`src/rtl/trim_fuse_override_secure_ctrl.sv`:
```
`default_nettype none
// +---------------------------------------------------------------------------+
// | trim_fuse_override_secure_ctrl                                            |
// | IJTAG data register gating the trim-fuse-override secure mux select       |
// | behind an unlock key. Optional macro TRIM_FUSE_OVR_LOCKOUT_EN adds a     |
// | wrong-key fail counter and a sticky LOCKOUT state.                        |
// | Revision: 1.0                                                             |
// +---------------------------------------------------------------------------+
module trim_fuse_override_secure_ctrl #(
    parameter int                KEY_W    = 16,
    parameter logic [KEY_W-1:0]  KEY      = 16'hA5C3,
    parameter int                MAX_FAIL = 3
) (
    input  logic ijtag_tck,
    input  logic ijtag_reset,
    input  logic ijtag_sel,
    input  logic ijtag_ce,
    input  logic ijtag_se,
    input  logic ijtag_ue,
    input  logic ijtag_si,
    output logic ijtag_so,
    input  logic fuse_disable,
    output logic mux_select,
    output logic unlocked
);

    if (KEY_W < 3) begin : g_bad_key_w
        $error("KEY_W must be at least 3");
    end
    if (MAX_FAIL < 1 || MAX_FAIL > 7) begin : g_bad_max_fail
        $error("MAX_FAIL must be in 1..7");
    end

    typedef enum logic [1:0] {
        LOCKED   = 2'b00,
        UNLOCKED = 2'b01,
        LOCKOUT  = 2'b10
    } state_t;

    state_t         state_q, state_d;
    logic [KEY_W:0] sr_q, sr_d;
    logic           sel_q, sel_d;
    logic           w_key_match;
    logic           w_update;

`ifdef TRIM_FUSE_OVR_LOCKOUT_EN
    localparam logic [2:0] MAX_FAIL_C = 3'(MAX_FAIL);
    logic [2:0] fail_q, fail_d;
    logic [2:0] w_fail_inc;
    assign w_fail_inc = (fail_q < MAX_FAIL_C) ? fail_q + 3'd1 : fail_q;
`endif

    assign w_key_match = (sr_q[KEY_W:1] == KEY);
    assign w_update    = ijtag_sel & ~ijtag_ce & ~ijtag_se & ijtag_ue;

    assign unlocked   = (state_q == UNLOCKED);
    assign mux_select = sel_q & (state_q == UNLOCKED);
    assign ijtag_so   = sr_q[0];

    always_comb begin
        sr_d    = sr_q;
        state_d = state_q;
        sel_d   = sel_q;
`ifdef TRIM_FUSE_OVR_LOCKOUT_EN
        fail_d  = fail_q;
`endif
        if (ijtag_sel) begin
            if (ijtag_ce) begin
                sr_d      = '0;
                sr_d[2:0] = {state_q, mux_select};
            end else if (ijtag_se) begin
                sr_d = {ijtag_si, sr_q[KEY_W:1]};
            end
        end

        // Update decisions use the register contents from before this edge.
        if (w_update && state_q != LOCKOUT) begin
            if (w_key_match) begin
                state_d = UNLOCKED;
                sel_d   = sr_q[0];
`ifdef TRIM_FUSE_OVR_LOCKOUT_EN
                fail_d  = 3'd0;
`endif
            end else begin
                state_d = LOCKED;
                sel_d   = 1'b0;
`ifdef TRIM_FUSE_OVR_LOCKOUT_EN
                fail_d  = w_fail_inc;
                if (w_fail_inc == MAX_FAIL_C) begin
                    state_d = LOCKOUT;
                end
`endif
            end
        end

        if (fuse_disable) begin
`ifdef TRIM_FUSE_OVR_LOCKOUT_EN
            state_d = LOCKOUT;
`else
            state_d = LOCKED;
`endif
            sel_d   = 1'b0;
        end
    end

    always_ff @(posedge ijtag_tck) begin
        if (!ijtag_reset) begin
            sr_q    <= '0;
            state_q <= LOCKED;
            sel_q   <= 1'b0;
`ifdef TRIM_FUSE_OVR_LOCKOUT_EN
            fail_q  <= 3'd0;
`endif
        end else begin
            sr_q    <= sr_d;
            state_q <= state_d;
            sel_q   <= sel_d;
`ifdef TRIM_FUSE_OVR_LOCKOUT_EN
            fail_q  <= fail_d;
`endif
        end
    end

endmodule
`default_nettype wire

```
`config.mk`:
```
export PLATFORM = sky130hd
export DESIGN_NAME = trim_fuse_override_secure_ctrl
export DESIGN_NICKNAME = d
export VERILOG_FILES = /design/src/rtl/trim_fuse_override_secure_ctrl.sv
export SDC_FILE = /design/constraint.sdc
export NUM_CORES = 1
export LEC_CHECK = 0
export ABC_AREA = 1
export BUFFER_PORTS_ARGS = -buffer_cell sky130_fd_sc_hd__buf_2
export CORE_MARGIN = 3
export CORE_UTILIZATION = 30
export CTS_BUF_LIST = sky130_fd_sc_hd__clkbuf_8
export DETAILED_ROUTE_END_ITERATION = 8
export PLACE_DENSITY_LB_ADDON = 0.3
export SYNTH_ARGS = -nofsm -noshare
export SYNTH_HDL_FRONTEND = slang
export SYNTH_SLANG_ARGS = --single-unit
```
`constraint.sdc`:
```
create_clock -name ijtag_tck -period 1.5 [get_ports ijtag_tck]
set_input_delay 0.15 -clock ijtag_tck [delete_from_list [all_inputs] [get_ports ijtag_tck]]
set_output_delay 0.15 -clock ijtag_tck [all_outputs]
set_load 0.02 [all_outputs]
```
==> out/metrics.yaml, run 1 <==
finClkSkew_ps: 1.11
numCtsBuffers: 3
p_comb_share_pct: 10.4
initial_core_util_pct: 32.0
viasPerCell: 4.84
critPathMaxFanout: 4
areaGrowthSynthToFinish_pct: 10.8
report.final.setup_viol: 0
critical_path_arrival_ps: 910
syn_inst: 105
seqCellArea_sq_um: 380
synth.cell_area_sq_um: 891
powerDensity_nw_per_um2: 992
grt_first_pass_wirelength_um: 2680
detail_route.drc_violations: 0
synth_seq_area_share_pct: 42.7
end_kind: "output port"
timing.hold.worst_path_depth: 3
worst_slew_margin_rel_pct: 74.4
fraction_of_power_spent_switching_nets_pct: 24.7
critPathRequiredTime_ps: 1350
maxClockFrequency_mhz: 945
first_iter_violations: 42
initial_antenna_violation_count: 0
r2r_slack_ps: 480
design.core.area_sq_um: 2780
p_leak_uw: 0.000348
drv_slew: 0
detail_route.wl_per_cell_um: 11.1
critical-path-max-stage-delay_ps: 370
timing.final.crit_share_pct: 70.5
seqPwrFrac_pct: 54.1
synth_simple_gate_area_share_pct: 23.7
result_of_the_run: "complete, no violations"
syn_nets: 113
synth_adder_area_share_pct: 0
number_of_top_level_pins: 11
final_period_minus_worst_setup_slack_ps: 1060
post_synth.cell_area_avg_sq_um: 8.48
nFillCells: 294
fp-row-count: 19
synth_seq_cells: 19
worst_ir_drop_vdd_mv: 0.493
floorplan.die_area_sq_um: 3660
synth-compound-area-share_pct: 23.9
cts.sinks: 19
ctsHtreeMaxLevel: 1
antenna-diode-count: 0
grt_overflow: 0
library_cell_contributing_the_largest_single_delay_on_the_critical_path: "sky130_fd_sc_hd__dfxtp_1"
critical_path.cell_chain: "nand2_1 -> inv_1 -> buf_2"
fin_nets: 125
max_cap_viol_count: 0
clk_root_buffer_cell: "sky130_fd_sc_hd__clkbuf_8"
worstSetupPathType: "reg -> out"
num_vias: 711
synthesis.yosys.warnings: 0
layout.cells.most_common: "sky130_fd_sc_hd__nand2_1"
cts_tree: "done"
p_total_uw: 980
cts-hold-fix-buffers: 0
start_kind: "flop"
place.port_buffers: 10
worst_min_delay_path_category: "in -> reg"
post_cts_buffers: 0
post-dp-hpwl_um: 1200
multi_input_area_sq_um: 424
synth.area.mux_share_pct: 0
path_clk_slew_ps: 70
x_dimension_of_the_die_um: 60.5
finalHoldViolCount: 0
via_count_of_the_first_global_routing_pass: 605
layout-drive-gt1-share_pct: 31.9
die_y_um: 60.5
power.clock.fraction_pct: 35.6
grt_use_total_pct: 9.63
grt_setup_unrepaired: "false"
cts_resized: 0
clock_insertion_delay_worst_skew_ps: 250
internal_power_uw: 738
finalSetupTns_ps: 0
power.switching_uw: 242
combinational_family_with_the_most_area_after_synthesis: "compound AO/OA/AOI/OAI gates"
synth.distinct_cells: 21
worst_slew_pin_slew_ps: 383
detail-route-antenna-nets: 0
wirelength_um: 1630
post_synthesis_xor_xnor_area_fraction_pct: 0
maximum_number_of_pins_on_one_net_before_global_route_repair: 18
gp_congestion: 0.752
firstDrtPassIters: 4
clock_tree.buffer_depth: 2
worstRegToRegCells: 7
most-common-layout-cells: "sky130_fd_sc_hd__nand2_1 (22), sky130_fd_sc_hd__dfxtp_1 (19), sky130_fd_sc_hd__a21oi_1 (11)"
==> cell usage after synthesis, drive strengths merged <==
library cell | instances | area (sq um)
buf | 4 | 50.1
clkbuf | 1 | 3.75
a31oi | 1 | 6.26
nand2 | 23 | 88.8
nand3 | 12 | 80.1
o21ai | 4 | 31.3
nand4 | 1 | 6.26
inv | 8 | 32.5
or2 | 1 | 6.26
a21oi | 19 | 125
dfxtp | 19 | 380
nor2 | 8 | 30.0
a211oi | 4 | 50.1
==> critical path: cells and delay by family (launching register included) <==
family / cells / cell delay (ps)
DFF: 1 / 370
buffers and inverters: 2 / 220
and+or+nand+nor: 1 / 60
==> flip-flops by register name (all words and copies together), names as in the netlist <==
register  cells
sr_q         17
sel_q         1
state_q       1
==> stage by stage <==
step / instances / util, % / hold slack (ps) / setup slack, ps / area, sq um
floorplan: 105 / - / 286 / 559 / 891
global placement: 143 / 33.8 / 412 / 314 / 941
detailed placement: 143 / 33.8 / 418 / 325 / 941
CTS: 147 / 35.5 / 148 / 429 / 987
global route: 147 / 35.5 / 154 / 372 / 987
finish: 147 / 35.5 / 151 / 442 / 987
==> worst paths after layout <==
| check | startpoint | endpoint |
|---|---|---|
| setup / recovery | state_q[0]$_SDFFE_PP0P_ | mux_select |
| hold / removal | fuse_disable | sel_q$_SDFFE_PP0P_ |
| setup reg to reg | sr_q[13]$_SDFFE_PN0P_ | sel_q$_SDFFE_PP0P_ |
| hold reg to reg | sel_q$_SDFFE_PP0P_ | sel_q$_SDFFE_PP0P_ |
==> final cells by class <==
type	count	share of cell area, %
Sequential cell	19	38.5
Tap cell	31	3.93
Inverter	8	3.30
Clock inverter	1	0.507
Clock buffer	3	4.18
Multi-Input combinational cell	73	43.0
Timing Repair Buffer	12	6.59
==> routing by layer <==
metal / track usage, % / vias up / share of wire (%)
met3: 1.91 / 3 / 4.5
met5: 0 / - / 0
met1: 13.4 / 322 / 50
li1: - / 374 / -
met2: 14.7 / 12 / 45
met4: 3.72 / 0 / 1.2
==> power by group through the flow <==
| stage | clock [uW] | combinational [uW] | sequential [uW] |
|---|---|---|---|
| CTS | 363 | 103 | 529 |
| global route | 377 | 113 | 530 |
| detailed placement | 0 | 103 | 541 |
| floorplan | 0 | 83.6 | 541 |
| global placement | 0 | 101 | 541 |
| finish | 348 | 102 | 530 |
==> logic make-up (layout without fill, tap and decap cells) <==
| group | after synthesis | after routing |
|---|---|---|
| flops | 19 | 19 |
| simple gates | 45 | 45 |
| compound gates | 28 | 28 |
| buf+inv | 13 | 24 |
(Power assumes the default switching activity.)
==> inputs of run 2 (changes only) <==
Settings changed: ABC_AREA 1 to 0.
Clock period 1.5 ns to 0.9 ns, I/O delays scaled along.
==> out/metrics.yaml, run 2 <==
numCtsBuffers: 3
yosys-top-cells-count: "sky130_fd_sc_hd__dfxtp_1 (19), sky130_fd_sc_hd__nand2_1 (16), sky130_fd_sc_hd__nand3b_1 (16)"
clk_root_buffer_cell: "sky130_fd_sc_hd__clkbuf_8"
synth.cell_area_sq_um: 813
via_count_of_the_first_global_routing_pass: 810
ctsHtreeMaxLevel: 1
syn_inst: 95
post_synthesis_xor_xnor_area_fraction_pct: 0
worst_slew_pin_slew_ps: 354
syn_nets: 103
synthArstFlopShare_pct: 0
synth_simple_gate_area_share_pct: 33.7
synth_enable_flop_cells: 0
timing.hold.worst_path_depth: 3
largest_reg_flops: 17
worstSetupPathType: "reg -> reg"
gp_congestion: 0.747
p_total_uw: 1580
finalSetupTns_ps: -1230
cts_tree: "done"
layout.cells.most_common: "sky130_fd_sc_hd__buf_4"
clock_tree.buffer_depth: 2
reg2reg_to: "state_q[0]$_SDFFE_PP0P_"
layout-drive-gt1-share_pct: 32.0
most-common-layout-cells: "sky130_fd_sc_hd__buf_4 (23), sky130_fd_sc_hd__dfxtp_1 (19), sky130_fd_sc_hd__nand2_1 (16), sky130_fd_sc_hd__nand3b_1 (16), sky130_fd_sc_hd__a21oi_1 (15)"
fraction_of_synthesized_cell_area_taken_by_the_top_area_cell_type_pct: 46.8
synth_seq_area_share_pct: 46.8
finalHoldViolCount: 0
hold_slack_ps: 105
num_vias: 780
failing_checks: "negative setup slack"
critPathRequiredTime_ps: 1090
die_y_um: 58.1
powerDensity_nw_per_um2: 1410
synth.distinct_cells: 20
end_kind: "flop"
clock_insertion_delay_worst_skew_ps: 250
synth.largest_area_cell: "sky130_fd_sc_hd__dfxtp_1"
ys_top_cells_by_area: "sky130_fd_sc_hd__dfxtp_1 (47%), sky130_fd_sc_hd__nand3b_1 (15%), sky130_fd_sc_hd__a21oi_1 (9.2%), sky130_fd_sc_hd__nand2_1 (7.4%), sky130_fd_sc_hd__clkbuf_1 (2.8%)"
worst_min_delay_path_category: "in -> reg"
critical_path_arrival_ps: 1620
start_kind: "flop"
firstDrtPassIters: 4
synth_seq_cells: 19
p_leak_uw: 0.000424
areaGrowthSynthToFinish_pct: 38.0
viasPerCell: 5.03
x_dimension_of_the_die_um: 58.1
critical-path-max-stage-delay_ps: 510
worst_slew_margin_rel_pct: 76.1
detail_route.drc_violations: 0
place.port_buffers: 10
number_of_top_level_pins: 11
most_frequently_used_cell_type_in_the_post_synthesis_netlist: "sky130_fd_sc_hd__dfxtp_1"
regMostFlops: "sr_q"
reg_top3: "sr_q (17), sel_q (1), state_q (1)"
wirelength_um: 1900
grt_setup_unrepaired: "true"
cts.sinks: 19
grt_use_total_pct: 13.3
synth.area.mux_share_pct: 2.46
critPathMaxFanout: 2
post_synth.cell_area_avg_sq_um: 8.56
maxClockFrequency_mhz: 702
initial_antenna_violation_count: 0
antenna-diode-count: 0
detail-route-antenna-nets: 0
hold_end: "sr_q[16]$_SDFFE_PN0P_"
combinational_family_with_the_most_area_after_synthesis: "simple AND/OR/NAND/NOR gates"
worstRegToRegCells: 3
initial_core_util_pct: 32.2
grt_overflow: 0
grt_first_pass_wirelength_um: 3530
finClkSkew_ps: 1.51
worst_ir_drop_vdd_mv: 0.717
final_critical_path_setup_slack_ps: -524
maximum_number_of_pins_on_one_net_before_global_route_repair: 18
yosys_most_used_dff: "sky130_fd_sc_hd__dfxtp_1"
fp-row-count: 18
max_cap_viol_count: 0
result_of_the_run: "finished with violations"
crit-reg2reg-launch: "sr_q[3]$_SDFFE_PN0P_"
path_clk_slew_ps: 70
floorplan.die_area_sq_um: 3370
drv_slew: 0
detail_route.wl_per_cell_um: 12.2
design.core.area_sq_um: 2520
first_iter_violations: 19
fin_nets: 134
timing.final.crit_share_pct: 158
synth-compound-area-share_pct: 13.8
synth_adder_area_share_pct: 0
report.final.setup_viol: 4
hp-start: "ijtag_si"
post-dp-hpwl_um: 1340
final_period_minus_worst_setup_slack_ps: 1420
r2r_slack_ps: -520
synthesis.yosys.warnings: 0
critical_path.cell_chain: "or4b_1 -> or4_4 -> o21ai_1"
library_cell_contributing_the_largest_single_delay_on_the_critical_path: "sky130_fd_sc_hd__or4b_1"
[run 2: report_power, final]
group          total (uW)  leakage [uW]  internal [uW]  switching (uW)
registers             854      0.000153            848            5.52
clock network         572     0.0000269            303             268
logic                 158      0.000244           72.7            85.0
[run 2: cells by family after synthesis]
family / after synthesis
AO/OA/AOI/OAI: 21
buffers and inverters: 7
flip-flops: 19
multiplexers: 2
AND/OR/NAND/NOR: 46
[run 2: layout make-up]
cell class                 instances  area [sq um]
fill                             249          1400
multi-input combinational         69           423
sequential                        19           380
timing repair buffer              32           233
clock buffer                       3          41.3
tap                               30          37.5
clock inverter                     1          3.75
inverter                           1          3.75
[run 2: critical path: cells and delay by family (launching register included)]
kind / cells / cell delay, ps
and+or+nand+nor: 2 / 940
DFF: 1 / 310
AOI/OAI and AO/OA: 1 / 120
[run 2: metrics by stage]
| step | util (%) | instances | setup slack, ps | cell area (sq um) |
|---|---|---|---|---|
| 2_1_floorplan | - | 95 | -480 | 833 |
| 3_3_place_gp | 42.1 | 151 | -487 | 1060 |
| 3_5_place_dp | 42.1 | 151 | -511 | 1060 |
| 4_1_cts | 44.1 | 155 | -526 | 1110 |
| 5_1_grt | 44.5 | 155 | -580 | 1120 |
| 6_report | 44.5 | 155 | -524 | 1120 |
[run 2: what timing repair did]
| item | 4_1_cts | 5_1_grt |
|---|---|---|
| endpoints found under the setup margin | 5 | 7 |
| buffers inserted | 0 | 0 |
| hold buffers | 0 | 0 |
| gates resized for setup | 2 | 3 |
[run 2: how the worst max path moves through the flow]
stage	start	to	slack (ps)	cells past startpoint
after floorplan	sr_q[3]$_SDFFE_PN0P_	sel_q$_SDFFE_PP0P_	-480	3
after global placement	sr_q[3]$_SDFFE_PN0P_	sel_q$_SDFFE_PP0P_	-490	3
after detailed placement	sr_q[3]$_SDFFE_PN0P_	sel_q$_SDFFE_PP0P_	-510	3
after CTS	sr_q[3]$_SDFFE_PN0P_	sel_q$_SDFFE_PP0P_	-530	3
after global routing	sr_q[3]$_SDFFE_PN0P_	state_q[0]$_SDFFE_PP0P_	-580	3
final	sr_q[3]$_SDFFE_PN0P_	state_q[0]$_SDFFE_PP0P_	-520	3
[run 2: metal layers]
layer | GRT usage [%] | routed length, um | vias to the layer above
met1 | 16.9 | 957 | 367
met5 | 0 | 0 | -
met2 | 21.3 | 819 | 13
met4 | 7.28 | 38 | 0
met3 | 2.23 | 82 | 3
li1 | - | - | 397
==> inputs of run 3 (changes only) <==
Settings changed: TNS_END_PERCENT from default to 30.
==> out/metrics.yaml, run 3 (synthesis results as in run 2) <==
fraction_of_power_spent_switching_nets_pct: 22.3
timing.hold.worst_path_depth: 3
power.switching_uw: 353
max_cap_viol_count: 0
areaGrowthSynthToFinish_pct: 38.6
clk_root_buffer_cell: "sky130_fd_sc_hd__clkbuf_8"
viasPerCell: 4.87
grt_setup_unrepaired: "true"
worst_slew_margin_rel_pct: 73.3
crit-reg2reg-launch: "sr_q[3]$_SDFFE_PN0P_"
final_period_minus_worst_setup_slack_ps: 1430
largest_reg_flops: 17
clock_tree.buffer_depth: 2
fin_util_pct: 44.7
powerDensity_nw_per_um2: 1400
drv_slew: 0
critical-path-top-delay-family: "simple AND/OR/NAND/NOR gates"
seqPwrFrac_pct: 54.0
worst_min_delay_path_category: "in -> reg"
grtUsageMet3_pct: 2.23
gp_congestion: 0.705
finClkSkew_ps: 1.61
critPathRequiredTime_ps: 1090
regMostFlops: "sr_q"
clock_insertion_delay_worst_skew_ps: 250
via_count_of_the_first_global_routing_pass: 695
first_iter_violations: 11
maxClockFrequency_mhz: 700
internal_power_uw: 1230
numCtsBuffers: 3
power.clock.fraction_pct: 35.7
global_route.usage.met1_pct: 17.3
die_y_um: 58.1
most-common-layout-cells: "sky130_fd_sc_hd__buf_4 (21), sky130_fd_sc_hd__dfxtp_1 (19), sky130_fd_sc_hd__nand2_1 (16), sky130_fd_sc_hd__nand3b_1 (16), sky130_fd_sc_hd__a21oi_1 (15)"
p_total_uw: 1580
hp-start: "ijtag_si"
cts-hold-fix-buffers: 0
place.port_buffers: 10
number_of_top_level_pins: 11
finalHoldViolCount: 0
post-dp-hpwl_um: 1410
firstDrtPassIters: 4
initial_core_util_pct: 32.2
design.core.area_sq_um: 2520
critical_path.cell_chain: "or4b_1 -> or4_4 -> o21ai_1"
reg2reg_to: "state_q[0]$_SDFFE_PP0P_"
worstRegToRegCells: 3
worst_slew_pin_slew_ps: 395
failing_checks: "negative setup slack"
grt_overflow: 0
initial_antenna_violation_count: 0
cts.sinks: 19
detail-route-antenna-nets: 0
timing.final.crit_share_pct: 159
maximum_number_of_pins_on_one_net_before_global_route_repair: 16
post_cts_buffers: 0
report.final.setup_viol: 4
fp-row-count: 18
p_leak_uw: 0.000423
placement.setup.worst_slack_ps: -524
r2r_slack_ps: -530
antenna-diode-count: 0
path_clk_slew_ps: 70
layout.cells.most_common: "sky130_fd_sc_hd__buf_4"
library_cell_contributing_the_largest_single_delay_on_the_critical_path: "sky130_fd_sc_hd__or4b_1"
busiest_layer: "met2"
fin_nets: 133
cts_resized: 3
number_of_buffers_and_inverters_on_the_critical_path: 0
hold_end: "sr_q[16]$_SDFFE_PN0P_"
use_met2_pct: 18.4
nFillCells: 257
reg_top3: "sr_q (17), sel_q (1), state_q (1)"
end_kind: "flop"
ctsHtreeMaxLevel: 1
final_critical_path_setup_slack_ps: -528
worstSetupPathType: "reg -> reg"
layout-drive-gt1-share_pct: 31.5
wirelength_um: 1910
p_comb_share_pct: 10.3
detail_route.wl_per_cell_um: 12.4
critical-path-max-stage-delay_ps: 500
critPathMaxFanout: 2
start_kind: "flop"
worst_ir_drop_vdd_mv: 0.752
detail_route.drc_violations: 0
grt_use_total_pct: 12.3
cts_tree: "done"
floorplan.die_area_sq_um: 3370
num_vias: 750
grt_first_pass_wirelength_um: 3220
result_of_the_run: "finished with violations"
critical_path_arrival_ps: 1610
x_dimension_of_the_die_um: 58.1
-- run 3: layout make-up --
cell class	count	area (sq um)	area share (%)
Tap cell	30	37.5	3.33
Clock inverter	1	3.75	0.333
Timing Repair Buffer	31	238	21.1
Sequential cell	19	380	33.7
Inverter	1	3.75	0.333
Clock buffer	3	41.3	3.66
Multi-Input combinational cell	69	423	37.5
-- run 3: power by group through the flow --
stage	Clock, uW	Combinational, uW	Sequential [uW]
3_3_place_gp	0	156	873
5_1_grt	628	177	855
2_1_floorplan	0	79.9	875
3_5_place_dp	0	159	874
4_1_cts	579	160	854
6_report	565	163	855
-- run 3: worst max-delay path by stage --
stage	from	endpoint	slack, ps	depth (start not counted)
after floorplan	sr_q[3]$_SDFFE_PN0P_	sel_q$_SDFFE_PP0P_	-480	3
after global placement	sr_q[3]$_SDFFE_PN0P_	sel_q$_SDFFE_PP0P_	-490	3
after detailed placement	sr_q[3]$_SDFFE_PN0P_	sel_q$_SDFFE_PP0P_	-520	3
after CTS	sr_q[3]$_SDFFE_PN0P_	state_q[0]$_SDFFE_PP0P_	-540	3
after global routing	sr_q[3]$_SDFFE_PN0P_	sel_q$_SDFFE_PP0P_	-580	3
final	sr_q[3]$_SDFFE_PN0P_	state_q[0]$_SDFFE_PP0P_	-530	3
-- run 3: routing by layer --
| metal | routed length (um) | share of wire (%) |
|---|---|---|
| met1 | 999 | 52 |
| met4 | 13 | 0.68 |
| met5 | 0 | 0 |
| met3 | 69 | 3.6 |
| met2 | 824 | 43 |
-- run 3: per-stage QoR --
step / TNS [ps] / std cells / hold slack (ps) / area, sq um
2_1_floorplan: -2180 / 95 / 254 / 831
3_3_place_gp: -1330 / 150 / 367 / 1070
3_5_place_dp: -1620 / 150 / 371 / 1070
4_1_cts: -1260 / 154 / 105 / 1120
5_1_grt: -1510 / 154 / 115 / 1130
6_report: -1220 / 154 / 112 / 1130
-- run 3: tightest hold or removal path, cell delays in order --
cell and delay, ps:
sky130_fd_sc_hd__buf_2 100, sky130_fd_sc_hd__nand3b_1 70, sky130_fd_sc_hd__a21oi_1 60
